[src/rtl/xls_pipe_drain.sv]
// xls_pipe_drain
// Issue/sink wrapper for a fixed-latency, valid-only pipeline with no backpressure.
// Launches are credited against a result FIFO, so every launch has a guaranteed
// slot when its result arrives. Results are returned in launch order on a
// ready/valid response port. After reset, a drain window discards stale results
// that are still in the pipeline's un-reset valid stages.
module xls_pipe_drain #(
   parameter int DATA_W  = 32,
   parameter int LATENCY = 2,
   parameter int DEPTH   = 4,
   localparam int W      = $clog2(DEPTH + 1)
) (
   input  logic              clk,
   input  logic              rst,
   input  logic              req_valid,
   output logic              req_ready,
   output logic              pipe_input_valid,
   input  logic              pipe_output_valid,
   input  logic [DATA_W-1:0] pipe_out,
   output logic              resp_valid,
   output logic [DATA_W-1:0] resp_data,
   input  logic              resp_ready,
   output logic [W-1:0]      inflight,
   output logic              overflow_err
);

   // Pointer and drain-counter widths; a single-entry FIFO still needs a 1-bit pointer.
   localparam int PW = (DEPTH > 1) ? $clog2(DEPTH) : 1;
   localparam int CW = $clog2(LATENCY + 1);

   localparam logic [W-1:0]  DEPTH_W  = W'(DEPTH);
   localparam logic [W-1:0]  ONE_W    = W'(1);
   localparam logic [PW-1:0] LAST_PTR = PW'(DEPTH - 1);
   localparam logic [PW-1:0] ONE_P    = PW'(1);
   localparam logic [CW-1:0] LAT_C    = CW'(LATENCY);
   localparam logic [CW-1:0] ONE_C    = CW'(1);

   typedef enum logic {
      ST_DRAIN = 1'b0,
      ST_RUN   = 1'b1
   } state_t;

   // ------------------------------------------------------------------
   // State
   // ------------------------------------------------------------------
   state_t            state_reg, state_next;
   logic [CW-1:0]     drain_cnt_reg, drain_cnt_next;

   logic [DATA_W-1:0] mem [DEPTH];
   logic [PW-1:0]     wr_ptr_reg, wr_ptr_next;
   logic [PW-1:0]     rd_ptr_reg, rd_ptr_next;
   logic [W-1:0]      count_reg, count_next;
   logic [W-1:0]      inflight_reg, inflight_next;
   logic              overflow_reg, overflow_next;
   logic [DATA_W-1:0] resp_data_reg;

   // ------------------------------------------------------------------
   // Handshake and event decode
   // ------------------------------------------------------------------
   logic              normal_mode;
   logic              fifo_full;
   logic              fifo_empty;
   logic [W:0]        occupancy;
   logic              has_credit;
   logic              launch;
   logic              push;
   logic              pop;
   logic              bad_result;
   logic              head_from_push;

   // Wrap a FIFO pointer modulo DEPTH (DEPTH need not be a power of two).
   function automatic logic [PW-1:0] ptr_inc(input logic [PW-1:0] p);
      return (p == LAST_PTR) ? '0 : p + ONE_P;
   endfunction

   assign normal_mode = (state_reg == ST_RUN);
   assign fifo_full   = (count_reg == DEPTH_W);
   assign fifo_empty  = (count_reg == '0);

   // Every buffered or in-flight result owns one FIFO slot; a launch needs a free one.
   assign occupancy   = {1'b0, count_reg} + {1'b0, inflight_reg};
   assign has_credit  = (occupancy < {1'b0, DEPTH_W});

   // req_ready depends only on state (and reset), never on req_valid.
   assign req_ready        = !rst && normal_mode && has_credit;
   assign launch           = req_valid && req_ready;
   assign pipe_input_valid = launch;

   assign resp_valid = !rst && !fifo_empty;
   assign pop        = resp_valid && resp_ready;

   // A result is accepted only if something was launched and a slot is free;
   // anything else in normal mode is a protocol violation and is dropped.
   assign push       = normal_mode && pipe_output_valid && (inflight_reg != '0) && !fifo_full;
   assign bad_result = normal_mode && pipe_output_valid && ((inflight_reg == '0) || fifo_full);

   // The pushed word becomes the head when it lands at the slot the read pointer
   // will point to next (FIFO empty, or last entry popped in the same cycle).
   assign head_from_push = push && (wr_ptr_reg == rd_ptr_next);

   assign resp_data    = rst ? '0 : resp_data_reg;
   assign inflight     = inflight_reg;
   assign overflow_err = overflow_reg;

   // ------------------------------------------------------------------
   // Drain-window FSM: register
   // ------------------------------------------------------------------
   // Mode register; reset re-arms the drain window with LATENCY cycles.
   always_ff @(posedge clk) begin
      if (rst) begin
         state_reg     <= ST_DRAIN;
         drain_cnt_reg <= LAT_C;
      end else begin
         state_reg     <= state_next;
         drain_cnt_reg <= drain_cnt_next;
      end
   end

   // Count the drain window down; enter normal mode as the counter reaches zero.
   always_comb begin
      state_next     = state_reg;
      drain_cnt_next = drain_cnt_reg;
      case (state_reg)
         ST_DRAIN: begin
            if (drain_cnt_reg != '0) begin
               drain_cnt_next = drain_cnt_reg - ONE_C;
            end
            if (drain_cnt_reg <= ONE_C) begin
               state_next = ST_RUN;
            end
         end
         ST_RUN: begin
            state_next = ST_RUN;
         end
         default: begin
            state_next = ST_DRAIN;
         end
      endcase
   end

   // ------------------------------------------------------------------
   // FIFO and credit bookkeeping
   // ------------------------------------------------------------------
   // Next-state for pointers, occupancy, in-flight count and the sticky error.
   always_comb begin
      wr_ptr_next   = wr_ptr_reg;
      rd_ptr_next   = rd_ptr_reg;
      count_next    = count_reg;
      inflight_next = inflight_reg;
      overflow_next = overflow_reg | bad_result;

      if (push) begin
         wr_ptr_next = ptr_inc(wr_ptr_reg);
      end
      if (pop) begin
         rd_ptr_next = ptr_inc(rd_ptr_reg);
      end

      case ({push, pop})
         2'b10:   count_next = count_reg + ONE_W;
         2'b01:   count_next = count_reg - ONE_W;
         default: count_next = count_reg;
      endcase

      // A returning result retires one launch; launch and retire together cancel.
      case ({launch, push})
         2'b10:   inflight_next = inflight_reg + ONE_W;
         2'b01:   inflight_next = inflight_reg - ONE_W;
         default: inflight_next = inflight_reg;
      endcase
   end

   // Bookkeeping registers; reset discards everything in flight and buffered.
   always_ff @(posedge clk) begin
      if (rst) begin
         wr_ptr_reg   <= '0;
         rd_ptr_reg   <= '0;
         count_reg    <= '0;
         inflight_reg <= '0;
         overflow_reg <= 1'b0;
      end else begin
         wr_ptr_reg   <= wr_ptr_next;
         rd_ptr_reg   <= rd_ptr_next;
         count_reg    <= count_next;
         inflight_reg <= inflight_next;
         overflow_reg <= overflow_next;
      end
   end

   // Result storage: plain write port, no reset, so it maps onto RAM.
   always_ff @(posedge clk) begin
      if (push) begin
         mem[wr_ptr_reg] <= pipe_out;
      end
   end

   // Registered head-of-FIFO read; bypasses the incoming word when it becomes
   // the new head, and holds the last value while the FIFO is empty.
   always_ff @(posedge clk) begin
      if (rst) begin
         resp_data_reg <= '0;
      end else if (head_from_push) begin
         resp_data_reg <= pipe_out;
      end else if (pop && (count_next != '0)) begin
         resp_data_reg <= mem[rd_ptr_next];
      end
   end

endmodule

[config.mk]
export PLATFORM = sky130hd
export DESIGN_NAME = xls_pipe_drain
export DESIGN_NICKNAME = d
export VERILOG_FILES = /design/src/rtl/xls_pipe_drain.sv
export SDC_FILE = /design/constraint.sdc
export NUM_CORES = 1
export LEC_CHECK = 0
export ABC_CLOCK_PERIOD_IN_PS = 7200
export CAP_MARGIN = 10
export CORE_ASPECT_RATIO = 1.25
export CORE_UTILIZATION = 55
export DETAILED_ROUTE_END_ITERATION = 12
export DONT_BUFFER_PORTS = 1
export PLACE_DENSITY = 0.8
export RECOVER_POWER = 50
export SYNTH_ARGS = -nofsm -noshare
export SYNTH_HDL_FRONTEND = slang
export SYNTH_SLANG_ARGS = --single-unit
[constraint.sdc]
create_clock -name clk -period 7.2 [get_ports clk]
set_input_delay 0.72 -clock clk [delete_from_list [all_inputs] [get_ports clk]]
set_output_delay 0.72 -clock clk [all_outputs]
set_load 0.01 [all_outputs]
==> impl.org <==
** Placement
- The congestion estimate from routability-driven global placement came to 0.764.
- Number of buffers inserted by port buffering :: 0
- Summed over all nets, the half-perimeter wirelength after detailed placement is 8.90 mm.
- Number of cells in the design after placement :: 736

** Finish
- The register with the most flip-flops in the layout has 128 of them.
- Leaving out fill and tap cells, the most frequent cell in the layout is edfxtp_1.
- In the layout the commonest cells are 128 x edfxtp_1, 101 x nand2_1, 46 x dfxtp_1.
- Final nets :: 634
- Area growth syn-to-layout :: 8.35%
- The finished layout holds 768 standard cells, fillers aside.
- Antenna diode count :: 0
- Share of post-route cells with drive strength above 1 :: 14.1%

** Floorplanning
- 76 I/O pins were placed.
- Measured along the y axis, the die boundary spans 134 um.
- The floorplan step defined a die boundary enclosing 14300 um2.
- Horizontal die dimension :: 107 um
- Row cnt :: 47
- Initial cell density of the core :: 57.0%
- Floorplan Core Area :: 13300 um2

** Power and ir drop
- Maximum resistive drop on vdd :: 0.156 mV
- In this run the static leakage power is 2.62 nW.
- Pwr dens :: 258 nW/um2

** Critical path
- Crit path max fanout :: 64
- First element of the critical path :: inflight[0]
- The worst setup path is captured at a flop.
- STA puts the critical path data required time at 7.53 ns.
- Worst setup path class :: flop to flop
- Startpoint Class :: flop
- For the worst setup path, the data arrival time is 4.58 ns.
- The number of cells on the worst reg-to-reg path is 12.
- The startpoint identified for the worst register-to-register timing path is inflight[0].

** Routing
- After the first detailed-routing iteration, the DRC count stood at 368.
- In the routed layout, each cell is associated on average with a via count of 6.44.
- In the routed design, unresolved DRC markers number 0.
- Drt total wl :: 16.5 mm
- Once detail routing completed, the nets flagged for antenna violations numbered 0.
- In the final routed layout, each cell accounts on average for 21.5 um.
- Total number of vias :: 4946
- The pre-antenna-repair detailed-routing pass consisted of 6 iterations.

** Yosys
- In this run the biggest area consumer among cell types represents 50.5% of the synthesized area.
- Top flip-flop cell by instance count after synthesis :: edfxtp_1
- Portion of the post-synthesis area used by sequential elements :: 62.6%
- After synthesis, the share of flip-flops with an asynchronous set or reset is 0%.
- Flops & latches, synth :: 174
- The cell count after synthesis came out at 607.
- Top post-synthesis cells by area :: edfxtp_1 51%, dfxtp_1 12%, a311oi_2 5.9%
- Counting flops with a built-in enable in the synthesized netlist gives 128.
- The cell area that synthesis handed to floorplanning was 7610 um2.
- Syn Area/Cell :: 12.5 um2
- The synthesized design spends more area on one cell type than any other, namely edfxtp_1.
- After synthesis, the netlist uses 42 different library cells.
- Counting every net in the synthesized netlist gives 657.
- Number of warning messages in the yosys log :: 0

** Clocking
- Clock transition at the register clock pins on the worst setup and hold paths after CTS :: 0.07 ns
- Buffers inserted during clock tree synthesis total 17.
- Buffer type at the clock tree root :: clkbuf_16
- TritonCTS built the clock tree.
- Gates resized during post-CTS repair numbered 0.
- In this run the deepest clock path goes through 2 buffers.
- # H-tree levels :: 4
- Number of sinks handled by clock tree synthesis :: 174
- For this design, the CTS-stage hold fixing added 0 buffers.
- Buffers inserted by post-CTS timing repair :: 0
- Source-to-sink clock delay at the later pin of the worst-skew pair :: 0.42 ns

** STA
- Slew @ Worst Pin :: 1.11 ns
- The routed design could run at a clock period as short as 4.24 ns.
- Between clock sinks in the finished design, the worst skew comes to 0.00811 ns.
- Final Max Tran Viols :: 0
- After routing, the total negative slack on setup checks comes to 0 ns.
- In the finished design, the share of the clock period the worst path needs comes to 58.9%.
- Timing would allow up to 0.236 GHz.
- Setup violations remaining at the end of the flow were counted as 0.
- The hold violation count in the final report came to 0.
- Setup repair after global routing left no endpoint under its margin.
- Normalized max-slew margin :: 26.1%

** Global routing
- The number of global-route vias before repair is 5032.
- The first global-routing pass estimated 26.1 mm of wire.
- Total congestion overflow after global routing :: 0
- Combined global-route utilization of all metal layers :: 24.0%
- Entering global routing, the biggest net connects 82 pins.
- Antenna violations before repair :: 0

** Hold path
- The worst hold path belongs to the class input port to flop.
- Along the worst hold path, the cell count comes to 1.
- In this run the most critical hold path is launched from rst.

** Status
- Result of the run :: completed

** Job
- Across the run, the number of max-cap violations was 0.
## where the power goes
part           switching (mW)  total, mW  internal [mW]
Sequential             0.0178       1.11           1.10
Clock                   0.395      0.914          0.519
Combinational          0.0640      0.104         0.0400
Total                   0.477       2.13           1.65
## logic make-up after synthesis
family	Yosys count	synth area share [%]
adders and majority gates	13	2.33
and+or+nand+nor	235	15.4
DFF	174	62.6
buffers and inverters	61	3.67
AOI/OAI and AO/OA	119	15.5
xor gates and xnor gates	5	0.575
## final cells by class
| class | instances | area, um2 |
|---|---|---|
| clock buffers | 18 | 429 |
| clock inverters | 14 | 160 |
| fillers | 950 | 5100 |
| inverters | 13 | 48.8 |
| multi-input cells | 372 | 2580 |
| flip-flops and latches | 174 | 4760 |
| well taps | 171 | 214 |
| repair buffers | 6 | 45.0 |
## cells in the mapped netlist (3+ instances only)
library cell,instances
nor2b_1,33
buf_1,3
or3_1,3
inv_1,13
nor3_1,35
nor2_1,14
buf_2,13
xor2_1,5
and3_1,33
a211oi_1,33
edfxtp_1,128
o21ai_0,4
nand2_1,101
a311oi_2,30
clkbuf_1,27
and2_1,5
a21oi_1,9
ha_1,11
dfxtp_1,46
buf_6,4
a311o_1,32
## per-stage QoR
stage          total power, mW  worst slack, ns  area [um2]  utilization [%]  hold WS [ns]
2_1_floorplan             1.22             3.65        7610                -         0.424
3_3_place_gp              1.23             3.08        7670             57.4         0.426
3_5_place_dp              1.24             2.95        7670             57.4         0.462
4_1_cts                   2.13             2.92        8260             61.9         0.361
5_1_grt                   2.19             2.74        8250             61.8         0.343
6_report                  2.13             2.96        8250             61.8         0.364
## path summary, 6_finish.rpt
| check | end | slack (ns) |
|---|---|---|
| worst max-delay path | resp_data_reg[12] | 2.96 |
| worst min-delay path | resp_data_reg[6] | 0.36 |
| worst max register to register | resp_data_reg[12] | 2.96 |
| worst min register to register | normal_mode | 0.47 |
## routing by layer
metal	vias up	track usage, %	routed length [um]
li1	2243	-	-
met1	2505	30.6	6570
met2	177	39.7	8540
met3	21	6.16	1180
met4	0	8.68	245
met5	-	0	0
## critical path: stages, from the launching register on
cell,delay (ns)
dfxtp_1,0.47
nor3_1,0.09
a21oi_1,0.20
nand3_2,0.77
ha_1,0.59
inv_1,0.08
fa_1,0.40
nor2b_1,0.16
a22oi_1,0.26
o21ai_4,0.09
buf_4,0.34
a311o_1,0.43
a311oi_2,0.25
Power figures use the tool's default switching activity.
